--- src/rtl/mdu_issue_ctrl_if.sv ---
// Handshake bundle between the execute stage, the multiply/divide unit and the
// issue controller that sequences one M-extension op at a time.
interface mdu_issue_ctrl_if;
    // Execute-stage request side
    logic        req_valid;
    logic [2:0]  req_funct3;
    logic [31:0] req_rs1;
    logic [31:0] req_rs2;
    logic [4:0]  req_rd;
    logic        flush;
    logic        stall;

    // Writeback response side
    logic        resp_valid;
    logic [31:0] resp_data;
    logic [4:0]  resp_rd;
    logic        resp_err;

    // MDU side
    logic        mdu_start;
    logic [2:0]  mdu_operation;
    logic [31:0] mdu_in_x;
    logic [31:0] mdu_in_y;
    logic        mdu_done;
    logic [31:0] mdu_out;

    // Pipeline plus MDU environment driving the controller
    modport master (
        output req_valid, req_funct3, req_rs1, req_rs2, req_rd, flush,
        output mdu_done, mdu_out,
        input  stall, resp_valid, resp_data, resp_rd, resp_err,
        input  mdu_start, mdu_operation, mdu_in_x, mdu_in_y
    );

    // The issue controller itself
    modport slave (
        input  req_valid, req_funct3, req_rs1, req_rs2, req_rd, flush,
        input  mdu_done, mdu_out,
        output stall, resp_valid, resp_data, resp_rd, resp_err,
        output mdu_start, mdu_operation, mdu_in_x, mdu_in_y
    );
endinterface

--- src/rtl/mdu_issue_ctrl.sv ---
// Issue controller for an iterative multiply/divide unit: accepts one op, pulses
// start, waits for completion or timeout, and returns a single-cycle response.
module mdu_issue_ctrl #(
    parameter int unsigned TIMEOUT_CYCLES = 64
) (
    input  logic               clk,
    input  logic               reset,
    mdu_issue_ctrl_if.slave    bus
);

    localparam logic [31:0] TIMEOUT_LAST = 32'(TIMEOUT_CYCLES - 1);

    typedef enum logic [2:0] {
        IDLE  = 3'd0,
        ISSUE = 3'd1,
        WAIT  = 3'd2,
        RESP  = 3'd3,
        DRAIN = 3'd4
    } state_e;

    state_e      state_q,     state_d;
    logic [2:0]  op_q,        op_d;
    logic [31:0] x_q,         x_d;
    logic [31:0] y_q,         y_d;
    logic [4:0]  rd_q,        rd_d;
    logic [31:0] cnt_q,       cnt_d;
    logic [31:0] resp_data_q, resp_data_d;
    logic [4:0]  resp_rd_q,   resp_rd_d;
    logic        resp_err_q,  resp_err_d;

    logic        stall_c;
    logic        resp_valid_c;
    logic        mdu_start_c;
    logic        timeout;

    // In DRAIN the count may already sit past the limit if the flush landed on
    // the final WAIT cycle, so the compare is inclusive.
    assign timeout = (cnt_q >= TIMEOUT_LAST);

    always_comb begin
        // NOTE: every variable gets a default first so no path can infer a latch.
        state_d      = state_q;
        op_d         = op_q;
        x_d          = x_q;
        y_d          = y_q;
        rd_d         = rd_q;
        cnt_d        = cnt_q;
        resp_data_d  = resp_data_q;
        resp_rd_d    = resp_rd_q;
        resp_err_d   = resp_err_q;
        stall_c      = 1'b0;
        resp_valid_c = 1'b0;
        mdu_start_c  = 1'b0;

        case (state_q)
            IDLE: begin
                if (bus.req_valid && !bus.flush) begin
                    stall_c = 1'b1;
                    op_d    = bus.req_funct3;
                    x_d     = bus.req_rs1;
                    y_d     = bus.req_rs2;
                    rd_d    = bus.req_rd;
                    state_d = ISSUE;
                end
            end

            ISSUE: begin
                stall_c     = 1'b1;
                mdu_start_c = 1'b1;
                cnt_d       = '0;
                state_d     = bus.flush ? DRAIN : WAIT;
            end

            WAIT: begin
                stall_c = 1'b1;
                cnt_d   = cnt_q + 32'd1;
                if (bus.mdu_done) begin
                    // A flush racing completion just abandons the finished result.
                    if (bus.flush) begin
                        state_d = IDLE;
                    end else begin
                        resp_data_d = bus.mdu_out;
                        resp_err_d  = 1'b0;
                        resp_rd_d   = rd_q;
                        state_d     = RESP;
                    end
                end else if (bus.flush) begin
                    state_d = DRAIN;
                end else if (timeout) begin
                    resp_data_d = '0;
                    resp_err_d  = 1'b1;
                    resp_rd_d   = rd_q;
                    state_d     = RESP;
                end
            end

            RESP: begin
                resp_valid_c = !bus.flush;
                state_d      = IDLE;
            end

            DRAIN: begin
                stall_c = 1'b1;
                cnt_d   = cnt_q + 32'd1;
                if (bus.mdu_done || timeout) begin
                    state_d = IDLE;
                end
            end

            default: begin
                state_d = IDLE;
            end
        endcase
    end

    // NOTE: state registers use non-blocking assignments so every flop samples
    // the pre-edge value regardless of statement order.
    always_ff @(posedge clk or posedge reset) begin
        if (reset) begin
            state_q     <= IDLE;
            op_q        <= '0;
            x_q         <= '0;
            y_q         <= '0;
            rd_q        <= '0;
            cnt_q       <= '0;
            resp_data_q <= '0;
            resp_rd_q   <= '0;
            resp_err_q  <= 1'b0;
        end else begin
            state_q     <= state_d;
            op_q        <= op_d;
            x_q         <= x_d;
            y_q         <= y_d;
            rd_q        <= rd_d;
            cnt_q       <= cnt_d;
            resp_data_q <= resp_data_d;
            resp_rd_q   <= resp_rd_d;
            resp_err_q  <= resp_err_d;
        end
    end

    // Stall in IDLE follows req_valid combinationally, so it is masked by reset
    // to keep it low while reset is held.
    assign bus.stall         = stall_c && !reset;
    assign bus.resp_valid    = resp_valid_c;
    assign bus.mdu_start     = mdu_start_c;
    assign bus.mdu_operation = op_q;
    assign bus.mdu_in_x      = x_q;
    assign bus.mdu_in_y      = y_q;
    assign bus.resp_data     = resp_data_q;
    assign bus.resp_rd       = resp_rd_q;
    assign bus.resp_err      = resp_err_q;

endmodule

--- src/flat_wrapper.sv ---
// flat-port wrapper written by rule: the top's interface ports become plain ports
module mdu_issue_ctrl_flat 
#(
    parameter int unsigned TIMEOUT_CYCLES = 64
)
  (clk, reset, bus_req_valid, bus_req_funct3, bus_req_rs1, bus_req_rs2, bus_req_rd, bus_flush, bus_mdu_done, bus_mdu_out, bus_stall, bus_resp_valid, bus_resp_data, bus_resp_rd, bus_resp_err, bus_mdu_start, bus_mdu_operation, bus_mdu_in_x, bus_mdu_in_y);
  mdu_issue_ctrl_if bus_i ();
  input  logic clk;
  input  logic reset;
  input wire logic [$bits(bus_i.req_valid)-1:0] bus_req_valid;
  input wire logic [$bits(bus_i.req_funct3)-1:0] bus_req_funct3;
  input wire logic [$bits(bus_i.req_rs1)-1:0] bus_req_rs1;
  input wire logic [$bits(bus_i.req_rs2)-1:0] bus_req_rs2;
  input wire logic [$bits(bus_i.req_rd)-1:0] bus_req_rd;
  input wire logic [$bits(bus_i.flush)-1:0] bus_flush;
  input wire logic [$bits(bus_i.mdu_done)-1:0] bus_mdu_done;
  input wire logic [$bits(bus_i.mdu_out)-1:0] bus_mdu_out;
  output wire logic [$bits(bus_i.stall)-1:0] bus_stall;
  output wire logic [$bits(bus_i.resp_valid)-1:0] bus_resp_valid;
  output wire logic [$bits(bus_i.resp_data)-1:0] bus_resp_data;
  output wire logic [$bits(bus_i.resp_rd)-1:0] bus_resp_rd;
  output wire logic [$bits(bus_i.resp_err)-1:0] bus_resp_err;
  output wire logic [$bits(bus_i.mdu_start)-1:0] bus_mdu_start;
  output wire logic [$bits(bus_i.mdu_operation)-1:0] bus_mdu_operation;
  output wire logic [$bits(bus_i.mdu_in_x)-1:0] bus_mdu_in_x;
  output wire logic [$bits(bus_i.mdu_in_y)-1:0] bus_mdu_in_y;
  assign bus_i.req_valid = bus_req_valid;
  assign bus_i.req_funct3 = bus_req_funct3;
  assign bus_i.req_rs1 = bus_req_rs1;
  assign bus_i.req_rs2 = bus_req_rs2;
  assign bus_i.req_rd = bus_req_rd;
  assign bus_i.flush = bus_flush;
  assign bus_i.mdu_done = bus_mdu_done;
  assign bus_i.mdu_out = bus_mdu_out;
  assign bus_stall = bus_i.stall;
  assign bus_resp_valid = bus_i.resp_valid;
  assign bus_resp_data = bus_i.resp_data;
  assign bus_resp_rd = bus_i.resp_rd;
  assign bus_resp_err = bus_i.resp_err;
  assign bus_mdu_start = bus_i.mdu_start;
  assign bus_mdu_operation = bus_i.mdu_operation;
  assign bus_mdu_in_x = bus_i.mdu_in_x;
  assign bus_mdu_in_y = bus_i.mdu_in_y;
  mdu_issue_ctrl #(.TIMEOUT_CYCLES(TIMEOUT_CYCLES)) u_core (.clk(clk), .reset(reset), .bus(bus_i));
endmodule
--- config.mk ---
export PLATFORM = sky130hd
export DESIGN_NAME = mdu_issue_ctrl_flat
export DESIGN_NICKNAME = d
export VERILOG_FILES = /design/src/rtl/mdu_issue_ctrl_if.sv /design/src/rtl/mdu_issue_ctrl.sv /design/src/flat_wrapper.sv
export SDC_FILE = /design/constraint.sdc
export NUM_CORES = 1
export LEC_CHECK = 0
export ABC_AREA = 1
export BUFFER_PORTS_ARGS = -buffer_cell sky130_fd_sc_hd__buf_2
export CAP_MARGIN = 20
export CORE_MARGIN = 2
export CORE_UTILIZATION = 47
export CTS_BUF_LIST = sky130_fd_sc_hd__clkbuf_4 sky130_fd_sc_hd__clkbuf_8
export DETAILED_ROUTE_END_ITERATION = 6
export PLACE_DENSITY = 0.8
export SETUP_SLACK_MARGIN = 0.15
export SLEW_MARGIN = 5
export SYNTH_ARGS = -nofsm -noshare
export SYNTH_HDL_FRONTEND = slang
export SYNTH_SLANG_ARGS = --single-unit
--- constraint.sdc ---
create_clock -name clk -period 5.2 [get_ports clk]
set_clock_uncertainty 0.05 [all_clocks]
set_input_delay 1.04 -clock clk [delete_from_list [all_inputs] [get_ports clk]]
set_output_delay 1.04 -clock clk [all_outputs]
set_load 0.02 [all_outputs]
==> impl_metrics.json, run 1 <==
{
  "status": "complete, no violations",
  "vdd_drop_max_mv": 0.369,
  "cellLeakagePower_nw": 4.20,
  "worstSetupStartpoint": "u_core.state_q[1]",
  "post-place-cells": 1080,
  "hold_path.class": "reg2reg",
  "dieArea_sq_mm": 0.0149,
  "ys_types": 30,
  "antenna_found_initial": 0,
  "drive_above_1_share_pct": 29.1,
  "drt_iter0_drc": 296,
  "yosys-top-cells-area": "dfrtp_1 (55%), nand2_1 (13%), mux2_1 (12%)",
  "die_y_um": 122,
  "cts_buffers": 17,
  "grt_first_pass_wirelength_um": 24900,
  "yosys_warnings": 0,
  "r2r_cells": 5,
  "first_global_vias": 5251,
  "num_vias": 5464,
  "post_cts_resize_count": 0,
  "fin_crit_sh_pct": 64.6,
  "clock_sinks": 145,
  "cts_htree_levels": 4,
  "grt_max_degree": 109,
  "synth_area_per_cell_sq_um": 9.35,
  "path_max_fanout": 27,
  "synth_seq_area_share_pct": 55.2,
  "worst_ep_arrival_time_ns": 2.27,
  "syn2layout_area_growth_pct": 25.0,
  "rsz0062_at_grt": "no",
  "port_buffers": 216,
  "syn_inst": 703,
  "fin_crit_ns": 3.36,
  "post-cts-setup-buffers": 0,
  "coreArea_sq_mm": 0.0138,
  "finalHoldViolCount": 0,
  "setup_viol": 0,
  "min_from": "u_core.bus.resp_rd[1]",
  "start_kind": "register",
  "r2r_start": "u_core.state_q[2]",
  "syn_area_sq_mm": 0.00657,
  "dp_hpwl_um": 11300,
  "diodes": 0,
  "worst_setup_path_end_kind": "primary output",
  "synth.top_cell.area_share_pct": 55.2,
  "die_x_um": 122,
  "io_pins": 217,
  "max-cap-violations": 0,
  "powerDensity_mw_per_mm2": 560,
  "clkTransAtPathRegs_ns": 0.08,
  "tns_ns": 0,
  "path_class": "reg2out",
  "drv_slew": 0,
  "vias_per_cell": 4.91,
  "max_freq_mhz": 298,
  "slew_headroom_pct": 36.3,
  "overflow": 0,
  "wirelength_um": 15600,
  "nets": 1029,
  "required_ns": 4.11,
  "synth_area_leader_cell": "dfrtp_1",
  "tightest_slew_ns": 0.955,
  "p_total_w": 0.00460,
  "cts_tree": "yes",
  "globalplace.congestion": 0.914,
  "ys_ff_latch": 145,
  "clock_path_buffers": 2,
  "hold_slack_ns": 0.420,
  "insertion_delay_ns": 0.45,
  "postRouteAntennaNets": 0,
  "drc": 0,
  "grt_usage_pct": 21.2,
  "root_buffer": "clkbuf_8",
  "whs_path_depth": 2,
  "hold_buffers": 0,
  "rows": 43,
  "wl_per_cell_um": 14.0,
  "start_util_pct": 47.7,
  "fin_cells": 1112,
  "synth_nets": 813,
  "drtPass1Iterations": 5
}
[critical path, cell delays in order (launching register included)]
cell     delay [ns]
dfrtp_1        0.50
nor2_4         0.08
nand2_1        0.12
nand2_2        0.35
nor2_8         0.45
a21oi_1        0.13
buf_2          0.18
[layer usage]
metal	track usage (%)	vias to the layer above	share of wire, %
met5	0	-	0
met2	34.7	188	49
met1	26.8	2539	42
li1	-	2712	-
met4	7.83	0	2.0
met3	6.41	25	6.6
[sequential cells by signal, summed over array words and instances, names as in the netlist]
register	cells
u_core.bus.mdu_in_x	32
u_core.bus.mdu_in_y	32
u_core.bus.resp_data	32
u_core.cnt_q	32
u_core.bus.resp_rd	5
u_core.rd_q	5
u_core.bus.mdu_operation	3
u_core.state_q	3
u_core.bus.resp_err	1
[synthesized netlist by cell type, drive strengths merged]
cell	n
mux2	72
o22ai	1
clkbuf	4
xor2	6
buf	19
nor2	68
nand3	79
nand4	2
dfrtp	145
o21ai	21
nor3	4
inv	46
a21oi	6
nand3b	1
o21bai	1
nand2	226
ha	1
a22o	1
[through the flow]
step / setup slack, ns / instance area, sq um / utilization (%)
finish: 1.84 / 8210 / 59.6
global route: 1.62 / 8210 / 59.6
CTS: 1.80 / 8210 / 59.6
detailed placement: 2.00 / 7790 / 56.5
global placement: 1.98 / 7790 / 56.5
floorplan: 0.215 / 6570 / -
[final cells by class]
cell class | count | area [sq um]
fill | 1219 | 5560
sequential | 145 | 3630
multi-input combinational | 489 | 2650
timing repair buffer | 220 | 1110
clock buffer | 18 | 248
tap | 180 | 225
clock inverter | 14 | 178
inverter | 46 | 178
[report_power, final]
part / switching (W) / total, W / internal (W)
Sequential: 0.000241 / 0.00182 / 0.00158
Combinational: 0.00120 / 0.00183 / 0.000629
Clock: 0.000457 / 0.000952 / 0.000495
[logic make-up after synthesis]
| kind of cell | share of synthesized area [%] |
|---|---|
| xor gates and xnor gates | 0.800 |
| and+or+nand+nor | 24.5 |
| adders and majority gates | 0.190 |
| DFF | 55.2 |
| muxes | 12.3 |
| buffers and inverters | 4.57 |
| AOI/OAI and AO/OA | 2.40 |
[path summary, 6_finish.rpt]
kind	endpoint	slack, ns
min in group asynchronous	u_core.bus.mdu_in_x[5]	0.73
worst max register to register	u_core.bus.mdu_in_y[28]	3.05
worst max-delay path	bus_stall	1.84
max in group asynchronous	u_core.bus.mdu_in_x[30]	3.27
worst min-delay path	u_core.bus.resp_rd[1]	0.42
worst min register to register	u_core.bus.resp_rd[1]	0.42
[cell usage in the layout, fill, tap and decap left out]
master / Yosys / layout
mux2_2: 3 / 3
clkinv_4: 0 / 1
inv_1: 41 / 40
o21ai_2: 0 / 1
nand3_1: 78 / 78
a21oi_1: 6 / 6
bufinv_16: 0 / 3
nor3_4: 1 / 1
a22o_1: 1 / 1
clkinvlp_4: 0 / 3
ha_1: 1 / 1
nor2_8: 1 / 1
buf_2: 15 / 216
o22ai_1: 1 / 1
clkbuf_8: 0 / 18
o21bai_1: 1 / 1
nor2_4: 2 / 2
nand2_2: 2 / 2
nand3b_1: 1 / 1
nand4_4: 1 / 1
nor2_1: 64 / 64
dfrtp_1: 145 / 145
nor3_1: 3 / 3
o21ai_0: 20 / 20
buf_4: 2 / 4
inv_8: 0 / 1
inv_6: 0 / 5
inv_2: 5 / 5
mux2_1: 69 / 69
xor2_1: 6 / 6
nor2_2: 1 / 1
nand3_2: 1 / 1
nand4_1: 1 / 1
nand2_1: 224 / 224
clkinv_2: 0 / 2
Power figures use the tool's default switching activity.
==> inputs of run 2 (changes only) <==
CORE_UTILIZATION = 50   (was 47)
PLACE_DENSITY = 0.81   (was 0.8)
clock period = 3.25 ns   (was 5.2 ns; I/O delays follow)
==> run 2 against run 1 <==
  * Die area is 5.8% lower
  * Clock-buffer cell count is 3 higher
  * Hold slack got worse by 0.18 ns
  * Sequential share of layout area decreased by 0.17 points
  * Core utilization increased by 5.2 points
  * Critical endpoint unchanged
  * Largest cell class unchanged
  * Largest power group unchanged
  * Highest routed layer unchanged
==> impl_metrics.json, run 2 (same netlist as run 1, synthesis figures left out) <==
{
  "wirelength_um": 16000,
  "fin_crit_ns": 2.81,
  "post-cts-setup-buffers": 0,
  "finalHoldViolCount": 0,
  "antenna_found_initial": 0,
  "path_class": "reg2out",
  "hold_slack_ns": 0.244,
  "worst_setup_path_end_kind": "primary output",
  "insertion_delay_ns": 0.47,
  "coreArea_sq_mm": 0.0127,
  "die_x_um": 119,
  "layout_common_cells": "nand2_1 (224), buf_2 (216), dfrtp_1 (145)",
  "syn2layout_area_growth_pct": 25.5,
  "crit_slowest_cell": "dfrtp_1",
  "drtPass1Iterations": 5,
  "hold_buffers": 0,
  "vias_per_cell": 4.99,
  "final_common_cell": "nand2_1",
  "grt_max_degree": 102,
  "die_y_um": 119,
  "required_ns": 2.55,
  "rsz0062_at_grt": "no",
  "setup_viol": 0,
  "drive_above_1_share_pct": 29.2,
  "slew_headroom_pct": 58.8,
  "drt_iter0_drc": 302,
  "io_pins": 217,
  "max_freq_mhz": 356,
  "vdd_drop_max_mv": 0.719,
  "grt_first_pass_wirelength_um": 26800,
  "clock_path_buffers": 2,
  "max-cap-violations": 0,
  "postRouteAntennaNets": 0,
  "num_vias": 5523,
  "cp_top_family": "simple AND/OR/NAND/NOR gates",
  "nets": 1031,
  "drv_slew": 0,
  "cellLeakagePower_nw": 4.22,
  "crit_path_cell_trace": "nor2_4 > nand2_1 > nand2_2 > nor2_8 > a21oi_1 > buf_2",
  "diodes": 0,
  "clock_sinks": 145,
  "overflow": 0,
  "status": "complete, no violations",
  "drc": 0,
  "fin_crit_sh_pct": 86.4,
  "first_global_vias": 5484,
  "start_kind": "register",
  "post_cts_resize_count": 0,
  "path_buf_inv": 1,
  "start_util_pct": 51.7,
  "tns_ns": 0,
  "cts_buffers": 17,
  "powerDensity_mw_per_mm2": 897,
  "port_buffers": 216,
  "wl_per_cell_um": 14.5,
  "root_buffer": "clkbuf_8",
  "grt_usage_pct": 24.0,
  "cts_htree_levels": 4,
  "cts_tree": "yes",
  "hold_path.class": "in2async",
  "dp_hpwl_um": 11600,
  "tightest_slew_ns": 0.618,
  "rows": 41,
  "cpPeakStageDelay_ns": 0.47,
  "dieArea_sq_mm": 0.0141,
  "path_max_fanout": 24,
  "clkTransAtPathRegs_ns": 0.08,
  "worst_ep_arrival_time_ns": 2.11,
  "globalplace.congestion": 0.950
}
-- run 2: cell type report --
class | instances | area, sq um
sequential | 145 | 3630
timing repair buffer | 222 | 1150
multi-input combinational | 489 | 2650
clock inverter | 11 | 153
inverter | 46 | 176
fill | 1097 | 4480
tap | 172 | 215
clock buffer | 21 | 277
-- run 2: power by group --
group          switching [W]  leakage, nW  internal (W)
clock network       0.000695        0.210      0.000822
logic                0.00192         2.19       0.00103
registers           0.000400         1.82       0.00253
-- run 2: through the flow --
| step | util [%] | cell area, sq um | total power, W | std cells | setup slack, ns |
|---|---|---|---|---|---|
| 2_1_floorplan | - | 6580 | 0.00484 | 703 | 0.731 |
| 3_3_place_gp | 61.4 | 7820 | 0.00583 | 1074 | 0.947 |
| 3_5_place_dp | 61.4 | 7820 | 0.00592 | 1074 | 0.912 |
| 4_1_cts | 64.8 | 8250 | 0.00748 | 1106 | 0.397 |
| 5_1_grt | 64.8 | 8250 | 0.00784 | 1106 | 0.266 |
| 6_report | 64.8 | 8250 | 0.00740 | 1106 | 0.440 |
-- run 2: path summary, 6_finish.rpt --
check,from,end,slack (ns),cells after the start
worst max-delay path,u_core.state_q[1],bus_stall,0.44,6
worst min-delay path,reset,u_core.cnt_q[21],0.24,3
worst max register to register,u_core.cnt_q[0],u_core.bus.resp_data[28],1.23,9
worst min register to register,u_core.bus.resp_data[2],u_core.bus.resp_data[2],0.41,2
max in group asynchronous,reset,u_core.cnt_q[29],2.42,3
min in group clk,bus_req_rs2[26],u_core.bus.mdu_in_y[26],0.34,2
-- run 2: worst min-delay path, stage by stage --
cell	delay (ns)
buf_2	0.12
clkinvlp_4	0.08
buf_12	0.37
-- run 2: layer usage --
layer	global-route usage [%]	wire length (um)	vias to the layer above
met5	0	0	-
met4	7.37	197	0
met3	8.49	1230	16
met2	40.2	7920	180
met1	29.2	6690	2620
li1	-	-	2707
